<file path="src/rtl/instruction_fetch_mem.sv">
`default_nettype none
// ============================================================================
// Module   : instruction_fetch_mem
// Brief    : Instruction memory with 1-cycle fetch, credit-based request flow
//            control and an in-order response FIFO; program-load write port.
// Revision : 1.0
// ============================================================================
module instruction_fetch_mem #(
  parameter int DATA_BITS = 32,
  parameter int ADDR_BITS = 32,
  parameter int IMEM_SIZE = 128,
  parameter int RSP_DEPTH = 3
) (
  input  logic                         clk,
  input  logic                         rst,
  input  logic                         req_valid,
  output logic                         req_ready,
  input  logic [ADDR_BITS-1:0]         req_addr,
  output logic                         rsp_valid,
  input  logic                         rsp_ready,
  output logic [DATA_BITS-1:0]         rsp_instr,
  output logic                         rsp_err,
  input  logic                         flush,
  input  logic                         prog_en,
  input  logic [$clog2(IMEM_SIZE)-1:0] prog_addr,
  input  logic [DATA_BITS-1:0]         prog_data
);

  localparam int WB = $clog2(DATA_BITS / 8);
  localparam int IB = $clog2(IMEM_SIZE);
  localparam int PW = $clog2(RSP_DEPTH);
  localparam int CW = $clog2(RSP_DEPTH + 1);

  localparam logic [PW-1:0] c_last_ptr = PW'(RSP_DEPTH - 1);
  localparam logic [CW:0]   c_depth    = (CW + 1)'(RSP_DEPTH);

  logic [DATA_BITS-1:0] mem_q        [IMEM_SIZE];
  logic [DATA_BITS-1:0] fifo_instr_q [RSP_DEPTH];
  logic                 fifo_err_q   [RSP_DEPTH];
  logic [DATA_BITS-1:0] rd_data_q;
  logic                 inflight_q;
  logic                 inflight_err_q;
  logic                 ready_en_q;
  logic [PW-1:0]        wr_ptr_q, wr_ptr_d;
  logic [PW-1:0]        rd_ptr_q, rd_ptr_d;
  logic [CW-1:0]        count_q, count_d;

  logic                 w_misaligned;
  logic                 w_out_of_range;
  logic                 w_fault;
  logic                 w_accept;
  logic                 w_push;
  logic                 w_pop;
  logic [IB-1:0]        w_idx;
  logic [CW:0]          w_used;

  generate
    if (WB > 0) begin : g_align
      assign w_misaligned = |req_addr[WB-1:0];
    end else begin : g_no_align
      assign w_misaligned = 1'b0;
    end
    if (ADDR_BITS > WB + IB) begin : g_range
      assign w_out_of_range = |req_addr[ADDR_BITS-1:WB+IB];
    end else begin : g_no_range
      assign w_out_of_range = 1'b0;
    end
  endgenerate

  assign w_idx   = req_addr[WB+IB-1:WB];
  assign w_fault = w_misaligned | w_out_of_range;

  // Credits count both queued and in-flight entries so a push never overflows.
  assign w_used    = {1'b0, count_q} + {{CW{1'b0}}, inflight_q};
  assign req_ready = ready_en_q && !flush && (w_used < c_depth);
  assign w_accept  = req_valid && req_ready;

  assign rsp_valid = (count_q != '0);
  assign w_push    = inflight_q && !flush;
  assign w_pop     = rsp_valid && rsp_ready && !flush;
  assign rsp_instr = rsp_valid ? fifo_instr_q[rd_ptr_q] : '0;
  assign rsp_err   = rsp_valid & fifo_err_q[rd_ptr_q];

  always_comb begin
    wr_ptr_d = wr_ptr_q;
    rd_ptr_d = rd_ptr_q;
    count_d  = count_q;
    if (w_push) wr_ptr_d = (wr_ptr_q == c_last_ptr) ? '0 : wr_ptr_q + 1'b1;
    if (w_pop)  rd_ptr_d = (rd_ptr_q == c_last_ptr) ? '0 : rd_ptr_q + 1'b1;
    if (w_push && !w_pop)      count_d = count_q + 1'b1;
    else if (!w_push && w_pop) count_d = count_q - 1'b1;
  end

  // Old RAM data is captured on a same-word collision (read-before-write).
  always_ff @(posedge clk) begin
    if (prog_en) mem_q[prog_addr] <= prog_data;
    if (w_accept) rd_data_q <= w_fault ? '0 : mem_q[w_idx];
    if (w_push) begin
      fifo_instr_q[wr_ptr_q] <= rd_data_q;
      fifo_err_q[wr_ptr_q]   <= inflight_err_q;
    end
  end

  always_ff @(posedge clk or posedge rst) begin
    if (rst) begin
      ready_en_q     <= 1'b0;
      inflight_q     <= 1'b0;
      inflight_err_q <= 1'b0;
      wr_ptr_q       <= '0;
      rd_ptr_q       <= '0;
      count_q        <= '0;
    end else begin
      ready_en_q <= 1'b1;
      if (flush) begin
        inflight_q     <= 1'b0;
        inflight_err_q <= 1'b0;
        wr_ptr_q       <= '0;
        rd_ptr_q       <= '0;
        count_q        <= '0;
      end else begin
        inflight_q     <= w_accept;
        inflight_err_q <= w_accept & w_fault;
        wr_ptr_q       <= wr_ptr_d;
        rd_ptr_q       <= rd_ptr_d;
        count_q        <= count_d;
      end
    end
  end

endmodule
`default_nettype wire

</file>
<file path="config.mk">
export PLATFORM = sky130hd
export DESIGN_NAME = instruction_fetch_mem
export DESIGN_NICKNAME = d
export VERILOG_FILES = /design/src/rtl/instruction_fetch_mem.sv
export SDC_FILE = /design/constraint.sdc
export NUM_CORES = 2
export LEC_CHECK = 0
export ABC_AREA = 1
export CORE_MARGIN = 5
export CORE_UTILIZATION = 30
export DETAILED_ROUTE_END_ITERATION = 12
export PLACE_DENSITY = 0.51
export SLEW_MARGIN = 10
export SYNTH_ARGS = -nofsm -noshare
export SYNTH_HDL_FRONTEND = slang
export SYNTH_MEMORY_MAX_BITS = 65536
export SYNTH_SLANG_ARGS = --single-unit
</file>
<file path="constraint.sdc">
create_clock -name clk -period 5.29 [get_ports clk]
set_input_delay 1.058 -clock clk [delete_from_list [all_inputs] [get_ports clk]]
set_output_delay 1.058 -clock clk [all_outputs]
set_load 0.05 [all_outputs]
</file>
==> run summary <==
CTS buffer count: 449
Final Cycle Share: 86.6%
Clk pwr share: 41.3%
Max Cap Viol: 0
Max rail drop VDD: 0.297 mV
#FFs+latches synth: 4,236
IO Port Bufs: 111
total vias in the final route: 110,000
worst skew pair latency: 1.06 ns
first-pass GRT wire length: 769,000 um
Async SR Flop Fraction: 0.212%
critical path peak fanout: 18
post-DP HPWL: 303,000 um
Die Width: 762 um
Final Cell Area: 0.195 mm2
DRT iter0 DRCs: 13,100
vias in the first global route: 102,000
minimum clock period: 4.58 ns
post-route insts no fill: 21,700
register share of total power: 51.4%
Hold Slack: 0.282 ns
EDFF count, synth: 4,227
WL/cell: 24.9 um
Yosys cell types: 26
top post-synthesis cells by area: edfxtp_1, nand3_1, nand2_1, buf_2, buf_4
buffer depth of the longest clock path: 4
cells after synthesis: 13,800
clk root buf: clkbuf_16
final setup TNS: 0 ns
Die Area: 0.580 mm2
synth cell count leaders: edfxtp_1, nand2_1, nand3_1
Rows: 276
Pwr Density: 371 mW/mm2
DRT Wirelength: 540,000 um
ys flop type: edfxtp_1
# fillers: 54,800
Post-CTS Setup Inserts: 0
switching part of the total: 24.1%
CP arrival: 3.52 ns
# setup viols final: 0
Starting Density: 30.1%
worst path required time: 4.23 ns
max_slew headroom: 26.8%
RSZ-0062 raised after global routing: no
CP Launch Type: flop
post-cts hold buffer count: 0
Synth top area share: 74.9%
GP Congestion: 0.812
TritonCTS clock tree: done
Post-DRT Antenna Nets: 0
Int Pwr: 0.0549 W
Util after Layout: 34.6%
layout cells sized above 1: 8.53%
Min-Delay Path Class: input pin to flop
# DRC: 0
Clock Skews: 0.0614 ns
crit end category: output pin
Placed Area: 0.181 mm2
H-Tree Depth: 5
GRT Total Usage: 17.9%
CP Class: flop to output pin
largest net degree at the start of global routing: 156
CTS resizes: 0
fin nets: 13,900
Leak Pwr: 66.3 nW
total gr overflow: 0
max-slew violation count: 0
Ys Warns: 0
Synth area leader: edfxtp_1
Syn Nets: 13,900
Hold Violations, Final: 0
vias per cell: 5.06
sequential area share after synthesis: 75.0%
most common cell in the netlist: edfxtp_1
Pre-antenna DRT Iters: 8
core area: 0.564 mm2
Syn-to-layout area delta: 15.0%
CTS sink count: 4,236
placed cell count: 20,900
initial antenna violation count: 43
Worst-path clk slew: 0.06 ns
net switching power: 0.0174 W
Fmax: 218 MHz
combinational power share: 7.4%
Avg Cell Area, Syn: 12.3 um2
die height: 762 um
total I/O pin count: 112
status: complete, no violations
Cell Area, Synth: 0.169 mm2
Slew @ Worst Pin: 1.10 ns
-- metal layers --
layer  global-route usage (%)  wire [um]
met1                     25.7     237000
met2                     28.5     250000
met3                     2.77      40000
met4                     4.37      13100
met5                        0        135
-- path summary, 6_finish.rpt --
kind                                           from                           to  slack [ns]  cells after the start
min                                   prog_data[20]     mem_q[110][20]$_DFFE_PP_        0.28                      1
min in group asynchronous                       rst       count_q[1]$_DFFE_PP0P_        0.30                      2
max                         rd_ptr_q[0]$_DFFE_PP0P_                 rsp_instr[4]        0.71                      6
max in group asynchronous                       rst         ready_en_q$_DFF_PP0_        4.70                      2
min reg2reg                inflight_err_q$_DFF_PP0_      fifo_err_q[0]$_DFFE_PP_        0.47                      0
max reg2reg                  count_q[0]$_DFFE_PP0P_  rd_data_q[28]$_SDFFCE_PP0P_        2.06                      7
-- registers in the layout, indices dropped and copies added (netlist names) --
signal          count
fifo_err_q          3
inflight_q          1
count_q             2
mem_q            4096
rd_ptr_q            2
ready_en_q          1
rd_data_q          32
wr_ptr_q            2
fifo_instr_q       96
inflight_err_q      1
-- cells in the final DEF, fill, tap and decap left out, drive strengths merged --
master	Yosys	layout
nand3	4134	4134
nor4	3	3
diode	0	15
nand2	4199	4199
clkinv	3	202
o21ai	2	2
o22ai	4	4
clkinvlp	0	3
dfrtp	9	9
or2	1	1
xnor2	1	1
conb	1	1
nand4	1	1
buf	750	499
edfxtp	4227	4227
nor2	148	148
nor3	10	10
a2111oi	1	1
clkbuf	183	568
ha	2	2
inv	70	82
bufinv	0	19
clkdlybuf4s50	0	43
a21oi	33	33
-- cell families after synthesis --
logic type | after synthesis | share of synthesized area (%)
XOR/XNOR | 1 | 0.00517
buffers and inverters | 1006 | 2.93
AND/OR/NAND/NOR | 8496 | 21.9
flip-flops | 4236 | 75.0
AO/OA/AOI/OAI | 40 | 0.123
other | 1 | 0.00221
adder cells (fa/ha/maj) | 2 | 0.0148
-- metrics by stage --
step	power, W	setup WS, ns
after global routing	0.0747	0.624
after floorplan	0.0406	0.177
after global placement	0.0432	0.667
after detailed placement	0.0432	0.637
after CTS	0.0729	0.674
final	0.0723	0.711
-- critical path: stages, from the launching register on --
cell and delay [ns]:
dfrtp_1 0.35, clkinv_1 0.73, nand3_1 0.28, nand3_1 0.23
nand2_1 0.13, inv_1 0.05, clkdlybuf4s50_1 0.69
-- cell type report --
class,instances,area (um2),area share (%)
multi-input combinational,8540,38300,19.7
clock inverter,233,2000,1.03
clock buffer,568,11700,6.02
timing repair buffer,542,5960,3.06
sequential,4236,127000,65.2
inverter,73,318,0.163
antenna,15,37.5,0.0193
tap,7506,9390,4.82
-- power groups by stage --
| stage | clock [W] | combinational, W | sequential, W |
|---|---|---|---|
| after floorplan | 0 | 0.00277 | 0.0378 |
| after global placement | 0 | 0.00534 | 0.0379 |
| after detailed placement | 0 | 0.00536 | 0.0379 |
| after CTS | 0.0304 | 0.00537 | 0.0372 |
| after global routing | 0.0318 | 0.00572 | 0.0371 |
| final | 0.0299 | 0.00533 | 0.0372 |
Power figures use the tool's default switching activity.
